### config.mk
export PLATFORM = sky130hd
export DESIGN_NAME = mem_load_unit
export DESIGN_NICKNAME = d
export VERILOG_FILES = /design/src/rtl/mem_load_unit.sv
export SDC_FILE = /design/constraint.sdc
export NUM_CORES = 1
export LEC_CHECK = 0
export CORE_MARGIN = 8
export CORE_UTILIZATION = 52
export CTS_CLUSTER_SIZE = 20
export DETAILED_ROUTE_END_ITERATION = 16
export HOLD_SLACK_MARGIN = 0.08
export PLACE_DENSITY = 0.87
export SYNTH_ARGS = -nofsm -noshare
export SYNTH_HDL_FRONTEND = slang
export SYNTH_SLANG_ARGS = --single-unit
### constraint.sdc
create_clock -name i_clk -period 7.2 [get_ports i_clk]
set_input_delay 0.72 -clock i_clk [delete_from_list [all_inputs] [get_ports i_clk]]
set_output_delay 0.72 -clock i_clk [all_outputs]
set_load 0.02 [all_outputs]
### src/rtl/mem_load_unit.sv
// MEM-stage load unit: issues one read per load, waits for a variable-latency ack,
// extracts and extends the loaded data, and returns a tagged result with an error code.
module mem_load_unit #(
  parameter int DATA_W     = 32,
  parameter int ADDR_W     = 32,
  parameter int BIG_ENDIAN = 1,
  parameter int TIMEOUT    = 255
) (
  input  logic              i_clk,
  input  logic              i_rst,
  input  logic              i_ld_valid,
  output logic              o_ld_ready,
  input  logic [3:0]        i_ld_op,
  input  logic [ADDR_W-1:0] i_ld_addr,
  input  logic [DATA_W-1:0] i_ld_old,
  input  logic [4:0]        i_ld_tag,
  output logic              o_mem_req,
  output logic [ADDR_W-1:0] o_mem_addr,
  input  logic              i_mem_ack,
  input  logic [DATA_W-1:0] i_mem_rdata,
  output logic              o_res_valid,
  input  logic              i_res_ready,
  output logic [DATA_W-1:0] o_res_data,
  output logic [4:0]        o_res_tag,
  output logic [1:0]        o_res_err
);

  localparam int OFF_W = (DATA_W == 64) ? 3 : 2;

  localparam logic [1:0] S_IDLE = 2'd0;
  localparam logic [1:0] S_REQ  = 2'd1;
  localparam logic [1:0] S_RESP = 2'd2;

  localparam logic [3:0] OP_LB  = 4'd0;
  localparam logic [3:0] OP_LBU = 4'd1;
  localparam logic [3:0] OP_LH  = 4'd2;
  localparam logic [3:0] OP_LHU = 4'd3;
  localparam logic [3:0] OP_LW  = 4'd4;
  localparam logic [3:0] OP_LWU = 4'd5;
  localparam logic [3:0] OP_LD  = 4'd6;
  localparam logic [3:0] OP_LWL = 4'd7;
  localparam logic [3:0] OP_LWR = 4'd8;

  localparam logic [1:0] ERR_OK   = 2'b00;
  localparam logic [1:0] ERR_MIS  = 2'b01;
  localparam logic [1:0] ERR_ILL  = 2'b10;
  localparam logic [1:0] ERR_TOUT = 2'b11;

  logic [1:0]        r_state;
  logic [3:0]        r_op;
  logic [ADDR_W-1:0] r_addr;
  logic [DATA_W-1:0] r_old;
  logic [4:0]        r_tag;
  logic [ADDR_W-1:0] r_mem_addr;
  logic              r_mem_req;
  logic              r_res_valid;
  logic [DATA_W-1:0] r_res_data;
  logic [1:0]        r_res_err;
  logic [7:0]        r_cnt;

  logic              w_illegal;
  logic              w_misal;

  always_comb begin
    w_illegal = (i_ld_op > OP_LWR);
    if (DATA_W == 32 && (i_ld_op == OP_LWU || i_ld_op == OP_LD)) w_illegal = 1'b1;
    if (DATA_W == 64 && (i_ld_op == OP_LWL || i_ld_op == OP_LWR)) w_illegal = 1'b1;
    w_misal = 1'b0;
    case (i_ld_op)
      OP_LH, OP_LHU: w_misal = i_ld_addr[0];
      OP_LW, OP_LWU: w_misal = |i_ld_addr[1:0];
      OP_LD:         w_misal = |i_ld_addr[2:0];
      default:       w_misal = 1'b0;
    endcase
  end

  // Shifting brings lane `off` to the MSB end (big-endian) or LSB end (little-endian),
  // so every access size is then a fixed slice.
  logic [OFF_W-1:0]  w_off;
  logic [DATA_W-1:0] w_shl;
  logic [DATA_W-1:0] w_shr;
  logic [7:0]        w_byte;
  logic [15:0]       w_half;
  logic [31:0]       w_word;

  always_comb begin
    w_off = r_addr[OFF_W-1:0];
    w_shl = i_mem_rdata << {w_off, 3'b000};
    w_shr = i_mem_rdata >> {w_off, 3'b000};
    if (BIG_ENDIAN != 0) begin
      w_byte = w_shl[DATA_W-1 -: 8];
      w_half = w_shl[DATA_W-1 -: 16];
      w_word = w_shl[DATA_W-1 -: 32];
    end else begin
      w_byte = w_shr[7:0];
      w_half = w_shr[15:0];
      w_word = w_shr[31:0];
    end
  end

  // LWL/LWR merge, defined on the low 32 bits with big-endian byte numbering.
  logic [1:0]  w_o;
  logic [2:0]  w_o1;
  logic [31:0] w_rd32;
  logic [31:0] w_old32;
  logic [31:0] w_lmask;
  logic [31:0] w_rmask;
  logic [31:0] w_lwl;
  logic [31:0] w_lwr;

  always_comb begin
    w_o     = (BIG_ENDIAN != 0) ? r_addr[1:0] : 2'd3 - r_addr[1:0];
    w_o1    = {1'b0, w_o} + 3'd1;
    w_rd32  = i_mem_rdata[31:0];
    w_old32 = r_old[31:0];
    w_lmask = 32'((64'd1 << {w_o, 3'b000}) - 64'd1);
    w_rmask = 32'((64'd1 << {w_o1, 3'b000}) - 64'd1);
    w_lwl   = (w_rd32 << {w_o, 3'b000}) | (w_old32 & w_lmask);
    w_lwr   = (w_rd32 >> {2'd3 - w_o, 3'b000}) | (w_old32 & ~w_rmask);
  end

  logic [DATA_W-1:0] w_ext;

  always_comb begin
    case (r_op)
      OP_LB:   w_ext = DATA_W'($signed(w_byte));
      OP_LBU:  w_ext = DATA_W'(w_byte);
      OP_LH:   w_ext = DATA_W'($signed(w_half));
      OP_LHU:  w_ext = DATA_W'(w_half);
      OP_LW:   w_ext = DATA_W'($signed(w_word));
      OP_LWU:  w_ext = DATA_W'(w_word);
      OP_LD:   w_ext = i_mem_rdata;
      OP_LWL:  w_ext = DATA_W'(w_lwl);
      OP_LWR:  w_ext = DATA_W'(w_lwr);
      default: w_ext = '0;
    endcase
  end

  always_ff @(posedge i_clk) begin
    if (i_rst) begin
      r_state     <= S_IDLE;
      r_op        <= '0;
      r_addr      <= '0;
      r_old       <= '0;
      r_tag       <= '0;
      r_mem_addr  <= '0;
      r_mem_req   <= 1'b0;
      r_res_valid <= 1'b0;
      r_res_data  <= '0;
      r_res_err   <= ERR_OK;
      r_cnt       <= '0;
    end else begin
      case (r_state)
        S_IDLE: if (i_ld_valid) begin
          r_op       <= i_ld_op;
          r_addr     <= i_ld_addr;
          r_old      <= i_ld_old;
          r_tag      <= i_ld_tag;
          r_mem_addr <= {i_ld_addr[ADDR_W-1:OFF_W], {OFF_W{1'b0}}};
          r_cnt      <= '0;
          if (w_illegal || w_misal) begin
            r_state     <= S_RESP;
            r_res_valid <= 1'b1;
            r_res_data  <= '0;
            r_res_err   <= w_illegal ? ERR_ILL : ERR_MIS;
          end else begin
            r_state   <= S_REQ;
            r_mem_req <= 1'b1;
          end
        end
        S_REQ: begin
          // An ack arriving on the limit cycle still completes normally.
          if (i_mem_ack) begin
            r_state     <= S_RESP;
            r_mem_req   <= 1'b0;
            r_res_valid <= 1'b1;
            r_res_data  <= w_ext;
            r_res_err   <= ERR_OK;
          end else if (r_cnt == 8'(TIMEOUT - 1)) begin
            r_state     <= S_RESP;
            r_mem_req   <= 1'b0;
            r_res_valid <= 1'b1;
            r_res_data  <= '0;
            r_res_err   <= ERR_TOUT;
            r_cnt       <= r_cnt + 8'd1;
          end else begin
            r_cnt <= r_cnt + 8'd1;
          end
        end
        S_RESP: if (i_res_ready) begin
          r_state     <= S_IDLE;
          r_res_valid <= 1'b0;
        end
        default: r_state <= S_IDLE;
      endcase
    end
  end

  assign o_ld_ready  = (r_state == S_IDLE);
  assign o_mem_req   = r_mem_req;
  assign o_mem_addr  = r_mem_addr;
  assign o_res_valid = r_res_valid;
  assign o_res_data  = r_res_data;
  assign o_res_tag   = r_tag;
  assign o_res_err   = r_res_err;

endmodule

==> impl_metrics.py <==
metrics = {
    "setup_path": {
        "critical_path_class": "reg -> reg",
        "critPathCaptureType": "register",
        "crit_arrival_ns": 3.16,
        "cp_max_fo": 34,
        "crit_path_start_kind": "register",
        "cp.required_ns": 7.49,
    },
    "floorplanning": {
        "placementRows": 40,
        "io_pins": 184,
        "start_util_pct": 52.98,
        "die_w_um": 126.4,
        "die_h_um": 126.4,
        "dieArea_um2": 15980,
        "core_area_um2": 11960,
    },
    "global_routing": {
        "grt_pass1_wl_um": 34030,
        "grt.overflow.total": 0,
        "grt_pass1_vias": 6432,
        "grt_usage_pct": 26.60,
        "antenna_found_initial": 0,
        "grt_max_degree": 77,
    },
    "sta": {
        "worstMarginPinSlew_ns": 1.114,
        "fin_tns_setup_ns": 0,
        "fin_crit_ns": 2.877,
        "rsz0062_at_grt": "false",
        "max_clock_freq_mhz": 347.6,
        "finalMaxSlewViolations": 0,
        "relSlewSlack_pct": 25.43,
        "post-route-period-util_pct": 39.96,
        "worst_clock_skew_ns": 0.006682,
        "hold_ws_ns": 0.4520,
        "setup_viol": 0,
        "hold_viol_final": 0,
    },
    "power": {
        "combPwrFrac_pct": 22.1,
        "p_leak_uw": 0.003132,
        "p_sw_share_pct": 30.42,
        "p_per_area_nw_per_um2": 223.4,
        "total_power_uw": 1912,
        "p_seq_share_pct": 38.7,
        "p_clk_share_pct": 39.2,
        "power_switching_uw": 581.6,
        "cell_internal_pwr_uw": 1330,
        "vdd_ir_drop_max_uv": 194.5,
    },
    "synthesis": {
        "ys_warn_count": 0,
        "synth_top_cell_area_share_pct": 37.59,
        "synth_edf_count": 0,
        "synth.yosys.seq_area_share_pct": 37.59,
        "syn_avg_cell_area_um2": 8.230,
        "synthCells": 770,
        "synth_ff_type": "dfxtp_1",
        "synthTopCellsByArea": "dfxtp_1 38%, nand2_1 9.6%, a21oi_1 7.9%",
        "synth_cell_type_count": 78,
        "netlist_area_um2": 6337,
        "ys_ff_latch": 119,
        "synth_top_area_cell": "dfxtp_1",
        "postSynth.asyncResetShare_pct": 0,
    },
    "routing": {
        "routed_wl_um": 21480,
        "first_pass_iters": 6,
        "vias_per_cell": 6.031,
        "vias": 6453,
        "drt-initial-drc-count": 619,
        "drc": 0,
        "drt-wirelength-per-cell_um": 20.07,
        "drtAntennaViolNets": 0,
    },
    "clocking": {
        "post-cts-setup-buffer-count": 0,
        "htree_num_levels": 4,
        "cts_tree": "built",
        "clock_latency_ns": 0.42,
        "clkTransAtPathRegs_ns": 0.06,
        "hold_buffers": 0,
        "cts.sinks": 119,
        "numCtsBuffers": 17,
        "cts_buffer_depth": 2,
        "cts_resized": 0,
        "cts_root_buf": "clkbuf_16",
    },
    "placed_design": {
        "dp_hpwl_um": 15270,
        "place_area_um2": 8029,
        "gp_congestion": 0.9534,
        "numPortBuffers": 181,
    },
    "cells_and_area": {
        "nNetsFinal": 1025,
        "final_layout_size_suffix_gt1_share_pct": 7.042,
        "post-route-util_pct": 71.54,
        "syn2layout_area_growth_pct": 35.02,
        "diodes": 0,
        "design_area_um2": 8557,
    },
    "run_status": {
        "status": "finished clean",
    },
    "job": {
        "cap_violations": 0,
    },
    "worst_hold_path": {
        "hold_path_class": "reg -> reg",
    },
}
[power by group through the flow]
stage | logic, uW | clock network, uW | registers (uW)
4_1_cts | 419 | 757 | 738
2_1_floorplan | 241 | 0 | 757
3_5_place_dp | 415 | 0 | 751
5_1_grt | 455 | 791 | 743
3_3_place_gp | 412 | 0 | 750
6_report | 423 | 750 | 739
[synth_stat cells (all sizes together), types with 6 or more instances]
cell and instances:
nand2 162, dfxtp 119, a21oi 104, mux2i 37, buf 36, nor2 35
clkbuf 32, o2bb2ai 16, a22o 14, o21ai 14, a22oi 13, inv 13
a211oi 11, nor2b 11, nor3 10, a311oi 8, nand3 8, o221ai 8
o22ai 8, a211o 6, nand2b 6
[worst max-delay path, stage by stage, from the launching register on]
cell and delay, ns:
dfxtp_2 0.81, buf_4 0.48, mux4_2 0.63, and3_4 0.27
a221o_1 0.32, a21oi_1 0.14, o2bb2ai_1 0.07
[metrics by stage]
| stage | cells | setup WS [ns] |
|---|---|---|
| floorplan | 771 | 4.763 |
| global placement | 1038 | 4.150 |
| detailed placement | 1038 | 4.066 |
| CTS | 1070 | 4.379 |
| global route | 1070 | 4.219 |
| finish | 1070 | 4.323 |
[state kept, by name, summed over array words and instances, names as in the netlist]
name and count:
o_mem_addr 30, r_cnt 8, o_res_valid 1, r_op 4, r_addr 2, o_res_data 32, o_res_tag 5, r_state 2
o_res_err 2, o_mem_req 1, r_old 32
[per-layer routing]
metal | vias up | GRT usage, % | part of all wire (%)
met5 | - | 0 | 0
met4 | 0 | 10.62 | 2.9
met3 | 48 | 12.86 | 13
met2 | 332 | 41.10 | 44
met1 | 3003 | 31.03 | 40
li1 | 3070 | - | -
[final timing paths]
check                 start             end  slack, ns  cells after the start
max               r_addr[0]  o_res_data[30]       4.32                      6
min          o_mem_addr[20]  o_mem_addr[20]       0.45                      2
max reg2reg       r_addr[0]  o_res_data[30]       4.32                      6
min reg2reg  o_mem_addr[20]  o_mem_addr[20]       0.45                      2
[placed cells by master, fill, tap and decap left out, types with 5 or more instances in the layout]
cell and count:
a211oi_1 9, mux2_2 5, dfxtp_1 118, a221o_1 5
a21oi_1 100, nand2_1 162, nand3_1 8, clkdlybuf4s50_1 180
clkbuf_16 17, mux2i_1 37, a32oi_1 5, ha_1 5
nor2_1 34, a32o_1 5, a211o_1 6, nand2b_1 6
o21ai_0 14, o22ai_1 7, inv_1 13, a311oi_1 8
o221ai_1 8, a22o_1 14, clkinv_2 5, a22oi_1 13
buf_4 7, nor3_1 10, nor2b_1 11, o2bb2ai_1 16
[logic make-up (layout without fill, tap and decap cells)]
family                     count (synthesis)  after routing  share of synthesized area (%)
and+or+nand+nor                          271            271                          19.57
buffers and inverters                     81            233                          6.516
adders and majority gates                  5              5                         0.9872
DFF                                      119            119                          37.59
muxes                                     43             43                          7.088
other                                      1              2                        0.05917
AOI/OAI and AO/OA                        244            244                          27.36
xor gates and xnor gates                   6              6                         0.8292
[final cells by class]
type | instances | area [um^2]
Clock inverter | 12 | 81.33
Inverter | 13 | 48.80
Fill cell | 935 | 3405
Multi-Input combinational cell | 571 | 3553
Timing Repair Buffer | 188 | 1859
Tap cell | 147 | 183.9
Sequential cell | 119 | 2384
Clock buffer | 20 | 446.7
Note: power is estimated with default switching activity, not from simulation.
